$ cat src/rtl/mmeta_done_join.sv
// -----------------------------------------------------------------------------
// mmeta_done_join
//
// Return-path join for the matrix meta-info fork. Every meta-info record that
// is broadcast to the sequential and shuffle modules is recorded here in issue
// order. Each path reports completions strictly in order (oldest outstanding
// entry first). An entry is offered back to the matrix control machine only
// once both paths have completed it. The buffer depth bounds how many meta
// entries may be in flight at once.
//
// Ports:
//   clk_i, rst_i          clock, asynchronous active-high reset
//   issue_valid_i/_ready_o, issue_i
//                         meta-info issue handshake and payload
//   seq_done_valid_i/_ready_o
//                         sequential path completion handshake
//   shf_done_valid_i/_ready_o
//                         shuffle path completion handshake
//   retire_valid_o/_ready_i, retire_o
//                         retirement handshake and head payload
//   outstanding_o         number of occupied entries
//   idle_o                no entries outstanding
//
// All outputs are functions of registered state only; no input reaches an
// output combinationally.
// -----------------------------------------------------------------------------
module mmeta_done_join #(
    parameter type meta_glb_t = logic,
    parameter int  DEPTH      = 4,
    parameter int  CNT_W      = $clog2(DEPTH + 1)
) (
    input  logic             clk_i,
    input  logic             rst_i,

    input  logic             issue_valid_i,
    output logic             issue_ready_o,
    input  meta_glb_t        issue_i,

    input  logic             seq_done_valid_i,
    output logic             seq_done_ready_o,
    input  logic             shf_done_valid_i,
    output logic             shf_done_ready_o,

    output logic             retire_valid_o,
    input  logic             retire_ready_i,
    output meta_glb_t        retire_o,

    output logic [CNT_W-1:0] outstanding_o,
    output logic             idle_o
);

    localparam int               PTR_W    = (DEPTH > 1) ? $clog2(DEPTH) : 1;
    localparam logic [CNT_W-1:0] DEPTH_C  = CNT_W'(DEPTH);
    localparam logic [PTR_W-1:0] LAST_PTR = PTR_W'(DEPTH - 1);

    // -------------------------------------------------------------------------
    // State
    // -------------------------------------------------------------------------
    meta_glb_t        entry_q [DEPTH];

    logic [PTR_W-1:0] wr_ptr_q,  wr_ptr_d;
    logic [PTR_W-1:0] rd_ptr_q,  rd_ptr_d;
    logic [CNT_W-1:0] cnt_q,     cnt_d;
    // seq_cnt / shf_cnt count completed entries starting at the head, so both
    // are always <= cnt and the head is finished on a path when its count != 0.
    logic [CNT_W-1:0] seq_cnt_q, seq_cnt_d;
    logic [CNT_W-1:0] shf_cnt_q, shf_cnt_d;

    logic issue_fire;
    logic seq_fire;
    logic shf_fire;
    logic retire_fire;

    // -------------------------------------------------------------------------
    // Helpers
    // -------------------------------------------------------------------------
    // Net change of a counter with one increment and one decrement source;
    // simultaneous inc and dec cancel out.
    function automatic logic [CNT_W-1:0] net_cnt(
        input logic [CNT_W-1:0] cur,
        input logic             inc,
        input logic             dec
    );
        logic [CNT_W-1:0] nxt;
        nxt = cur;
        if (inc && !dec) begin
            nxt = cur + CNT_W'(1);
        end else if (dec && !inc) begin
            nxt = cur - CNT_W'(1);
        end
        return nxt;
    endfunction

    // Explicit wrap so DEPTH need not be a power of two.
    function automatic logic [PTR_W-1:0] next_ptr(input logic [PTR_W-1:0] cur);
        logic [PTR_W-1:0] nxt;
        if (cur == LAST_PTR) begin
            nxt = '0;
        end else begin
            nxt = cur + PTR_W'(1);
        end
        return nxt;
    endfunction

    // -------------------------------------------------------------------------
    // Handshake outputs (registered state only)
    // -------------------------------------------------------------------------
    // No pass-through when full: a same-cycle retire does not free a slot for
    // the issue in that cycle, which keeps issue_ready_o free of retire_ready_i.
    assign issue_ready_o    = (cnt_q < DEPTH_C);
    // Completions only for entries issued in an earlier cycle: cnt_q does not
    // yet include an issue firing this cycle.
    assign seq_done_ready_o = (seq_cnt_q < cnt_q);
    assign shf_done_ready_o = (shf_cnt_q < cnt_q);
    assign retire_valid_o   = (cnt_q != '0) && (seq_cnt_q != '0) && (shf_cnt_q != '0);
    assign retire_o         = entry_q[rd_ptr_q];
    assign outstanding_o    = cnt_q;
    assign idle_o           = (cnt_q == '0);

    assign issue_fire  = issue_valid_i    && issue_ready_o;
    assign seq_fire    = seq_done_valid_i && seq_done_ready_o;
    assign shf_fire    = shf_done_valid_i && shf_done_ready_o;
    assign retire_fire = retire_valid_o   && retire_ready_i;

    // -------------------------------------------------------------------------
    // Next-state logic
    // -------------------------------------------------------------------------
    always_comb begin
        wr_ptr_d  = wr_ptr_q;
        rd_ptr_d  = rd_ptr_q;

        if (issue_fire) begin
            wr_ptr_d = next_ptr(wr_ptr_q);
        end
        if (retire_fire) begin
            rd_ptr_d = next_ptr(rd_ptr_q);
        end

        // Retiring the head removes one entry from every head-aligned count.
        cnt_d     = net_cnt(cnt_q,     issue_fire, retire_fire);
        seq_cnt_d = net_cnt(seq_cnt_q, seq_fire,   retire_fire);
        shf_cnt_d = net_cnt(shf_cnt_q, shf_fire,   retire_fire);
    end

    // -------------------------------------------------------------------------
    // Control registers
    // -------------------------------------------------------------------------
    // NOTE: sequential state is updated only with non-blocking assignments so
    // every flop samples the pre-edge values regardless of process order.
    always_ff @(posedge clk_i or posedge rst_i) begin
        if (rst_i) begin
            wr_ptr_q  <= '0;
            rd_ptr_q  <= '0;
            cnt_q     <= '0;
            seq_cnt_q <= '0;
            shf_cnt_q <= '0;
        end else begin
            wr_ptr_q  <= wr_ptr_d;
            rd_ptr_q  <= rd_ptr_d;
            cnt_q     <= cnt_d;
            seq_cnt_q <= seq_cnt_d;
            shf_cnt_q <= shf_cnt_d;
        end
    end

    // -------------------------------------------------------------------------
    // Payload storage
    // -------------------------------------------------------------------------
    // NOTE: the payload array has no reset; cleared counters make every slot
    // invalid, and retire_o is don't-care while retire_valid_o is low.
    always_ff @(posedge clk_i) begin
        if (issue_fire) begin
            entry_q[wr_ptr_q] <= issue_i;
        end
    end

endmodule

$ cat config.mk
export PLATFORM = sky130hd
export DESIGN_NAME = mmeta_done_join
export DESIGN_NICKNAME = d
export VERILOG_FILES = /design/src/rtl/mmeta_done_join.sv
export SDC_FILE = /design/constraint.sdc
export NUM_CORES = 1
export LEC_CHECK = 0
export CORE_AREA = 2 2 46 48
export DETAILED_ROUTE_END_ITERATION = 10
export DIE_AREA = 0 0 48 50
export GPL_TIMING_DRIVEN = 0
export PLACE_DENSITY = 0.83
export SLEW_MARGIN = 15
export SYNTH_ARGS = -nofsm -noshare
export SYNTH_HDL_FRONTEND = slang
export SYNTH_SLANG_ARGS = --single-unit
$ cat constraint.sdc
create_clock -name clk_i -period 5.7 [get_ports clk_i]
set_input_delay 1.425 -clock clk_i [delete_from_list [all_inputs] [get_ports clk_i]]
set_output_delay 1.425 -clock clk_i [all_outputs]
set_load 0.02 [all_outputs]
==> impl_metrics.ini <==
[worst_setup_path]
cpPeakStageDelay_ns = 0.61
critical_path_arrival_ns = 2.08
startpoint = outstanding_o[1]$_DFFE_PP0P_
critPathSlowestCell = clkdlybuf4s50_1
critPathRequiredTime_ns = 4.28
worst-path-max-fanout = 5
cp_cell_sequence = inv_1, ha_1, a21o_1, a21oi_1, clkdlybuf4s50_1
path_class = reg2out
worstSetupEndpointType = output port
reg2reg_from = outstanding_o[1]$_DFFE_PP0P_
cp-start-kind = flip-flop

[die]
die_h_um = 50
core_um2 = 1900
start_util = 0.544
io_pins = 16
die_w_um = 48
die_area_um2 = 2400
rows = 16

[outcome]
status = completed

[power]
netSwitchingPower_uw = 352
seqPwrFrac = 0.295
power_frac_comb = 0.627
irDropWorstVdd_mv = 0.307
internal_power_uw = 488
power_leakage_nw = 0.558
power_density_nw_per_um2 = 674
power.share.switching = 0.419
p_clk_frac = 0.077

[routing]
drc = 0
dr.first_iter.drc_count = 6
avgViaCountPerCell = 4.87
wl_per_cell_um = 12.3
detail-route-antenna-nets = 0
vias = 643
drt_pass1_iterations = 4
routed_wl_um = 1620

[global_route]
first_global_vias = 666
grt_max_degree = 14
grt-ovfl-total = 0
grt_usage = 0.170
grt_pass1_wl_um = 2780
antenna_found_initial = 0

[yosys]
yosysMostFrequentCell = dfrtp_1
synth_commonest_cells = dfrtp_1, ha_1, inv_1
synth_nets = 108
ys_types = 23
synth_top_area_frac = 0.314
syn_area_per_cell_um2 = 12.0
async_flop_share = 0.765
yosys_warnings = 0
synth.cell_area_um2 = 1030
synth.largest_area_cell = dfrtp_1
synth_edf_count = 4
ys_ff_latch = 17
yosysSeqAreaShare = 0.430
synth_area_leaders = dfrtp_1, ha_1, edfxtp_1
synth_ff_type = dfrtp_1
synthCells = 86

[final_layout]
num_antenna_cells = 0
final_cells = 132
syn_to_final_growth_pct = 20.4
nNetsFinal = 128
fillCellCount = 155
layout-drive-gt1-share = 0.114

[timing]
finalSetupViolCount = 0
min_period_over_period = 0.614
tns_ns = 0
rsz0062_at_grt = false
clock_skew_ns = 0.00602
slew_violations = 0
fmax_mhz = 286
tightest_slew_ns = 0.497
finalHoldViolCount = 0
relSlewSlack = 0.668
min_period_ns = 3.50
setup_slack_ns = 2.20

[place]
post-dp-hpwl_um = 1330
place_congestion = 0.750
dpl_worst_slack_ns = 2.19
dp.cells = 128
portBuffers = 15

[clocking]
numCtsBuffers = 3
clkLatencyLatePin_ns = 0.29
h-tree-depth = 1
clk_pin_slew_ns = 0.10
cts_setup_buffers = 0
cts_sinks = 17
cts_hold_buf = 0
cts_root_buf = clkbuf_4
clockBufferDepth = 2
cts_tree = built
cts_resized = 0

[worst_hold_path]
hp-class = reg2reg
hold_start = seq_cnt_q[2]$_DFFE_PP0P_

[run]
drv_cap = 0
-- flip-flops by register name, summed over array words and instances (netlist names) --
name	cells
entry_q	4
outstanding_o	3
rd_ptr_q	2
seq_cnt_q	3
shf_cnt_q	3
wr_ptr_q	2
-- cell families (layout without fill, tap and decap cells) --
group | count (synthesis) | count (layout) | share of synthesized area
and+or+nand+nor | 19 | 19 | 0.115
DFF | 17 | 17 | 0.430
adders and majority gates | 15 | 15 | 0.203
buffers and inverters | 12 | 31 | 0.0435
xor gates and xnor gates | 9 | 9 | 0.0762
AOI/OAI and AO/OA | 8 | 8 | 0.0484
muxes | 6 | 6 | 0.0834
-- worst max-delay path, delay by kind of cell (launching register included) --
family	cells	cell delay [ns]
AOI/OAI and AO/OA	2	0.30
adders and majority gates	1	0.29
buffers and inverters	2	0.71
DFF	1	0.48
-- path summary, 6_finish.rpt --
kind                                           endpoint  slack, ns  depth (start not counted)
max                                    seq_done_ready_o       2.20                          5
max reg2reg                    shf_cnt_q[2]$_DFFE_PP0P_       3.23                         10
min reg2reg                    seq_cnt_q[2]$_DFFE_PP0P_       0.52                          1
min                            seq_cnt_q[2]$_DFFE_PP0P_       0.52                          1
max in group asynchronous  outstanding_o[1]$_DFFE_PP0P_       3.92                          2
min in group asynchronous      shf_cnt_q[0]$_DFFE_PP0P_       1.44                          2
-- cell type report --
type                    instances  area, µm²  share of cell area
multi-input cells              57        544               0.437
flip-flops and latches         17        445               0.357
repair buffers                 15        150               0.120
inverters                      11       41.3              0.0331
well taps                      27       33.8              0.0271
clock buffers                   3       22.5              0.0181
clock inverters                 1       5.00             0.00402
plain buffers                   1       3.75             0.00301
-- per-layer routing --
metal	vias to the layer above	GRT usage	routed length [µm]
met2	13	0.282	822
met1	302	0.200	716
met5	-	0	0
met3	4	0.0440	47
met4	0	0.0676	36
li1	324	-	-
-- per-stage QoR --
stage	hold WS [ns]	area (µm²)	util	power, mW
4_1_cts	0.522	1250	0.655	0.855
3_5_place_dp	0.504	1220	0.641	0.787
2_1_floorplan	0.468	1030	-	0.620
3_3_place_gp	0.498	1220	0.641	0.755
5_1_grt	0.544	1250	0.655	0.930
6_report	0.517	1250	0.655	0.840
-- power groups by stage --
stage / logic, mW / clock network [mW] / registers [mW]
3_3_place_gp: 0.508 / 0 / 0.247
2_1_floorplan: 0.371 / 0 / 0.250
3_5_place_dp: 0.535 / 0 / 0.252
4_1_cts: 0.539 / 0.0660 / 0.249
5_1_grt: 0.598 / 0.0723 / 0.260
6_report: 0.527 / 0.0648 / 0.248
-- placed cells by master (no fill, tap or decap) --
cell type	instances
clkdlybuf4s50_1	15
xor2_1	5
dfrtp_1	13
clkinv_2	1
ha_1	12
nand2_1	2
and2_1	4
nor3_1	3
clkbuf_4	3
nor3_2	1
inv_1	11
nor2_1	5
a21oi_1	2
o21ai_0	2
a211oi_1	2
nand2b_1	2
nor4b_4	1
edfxtp_1	4
mux2_4	2
clkbuf_1	1
nor2b_1	1
mux2_2	3
a21o_1	2
fa_1	3
mux4_2	1
xnor2_1	4
Power figures use the tool's default switching activity.
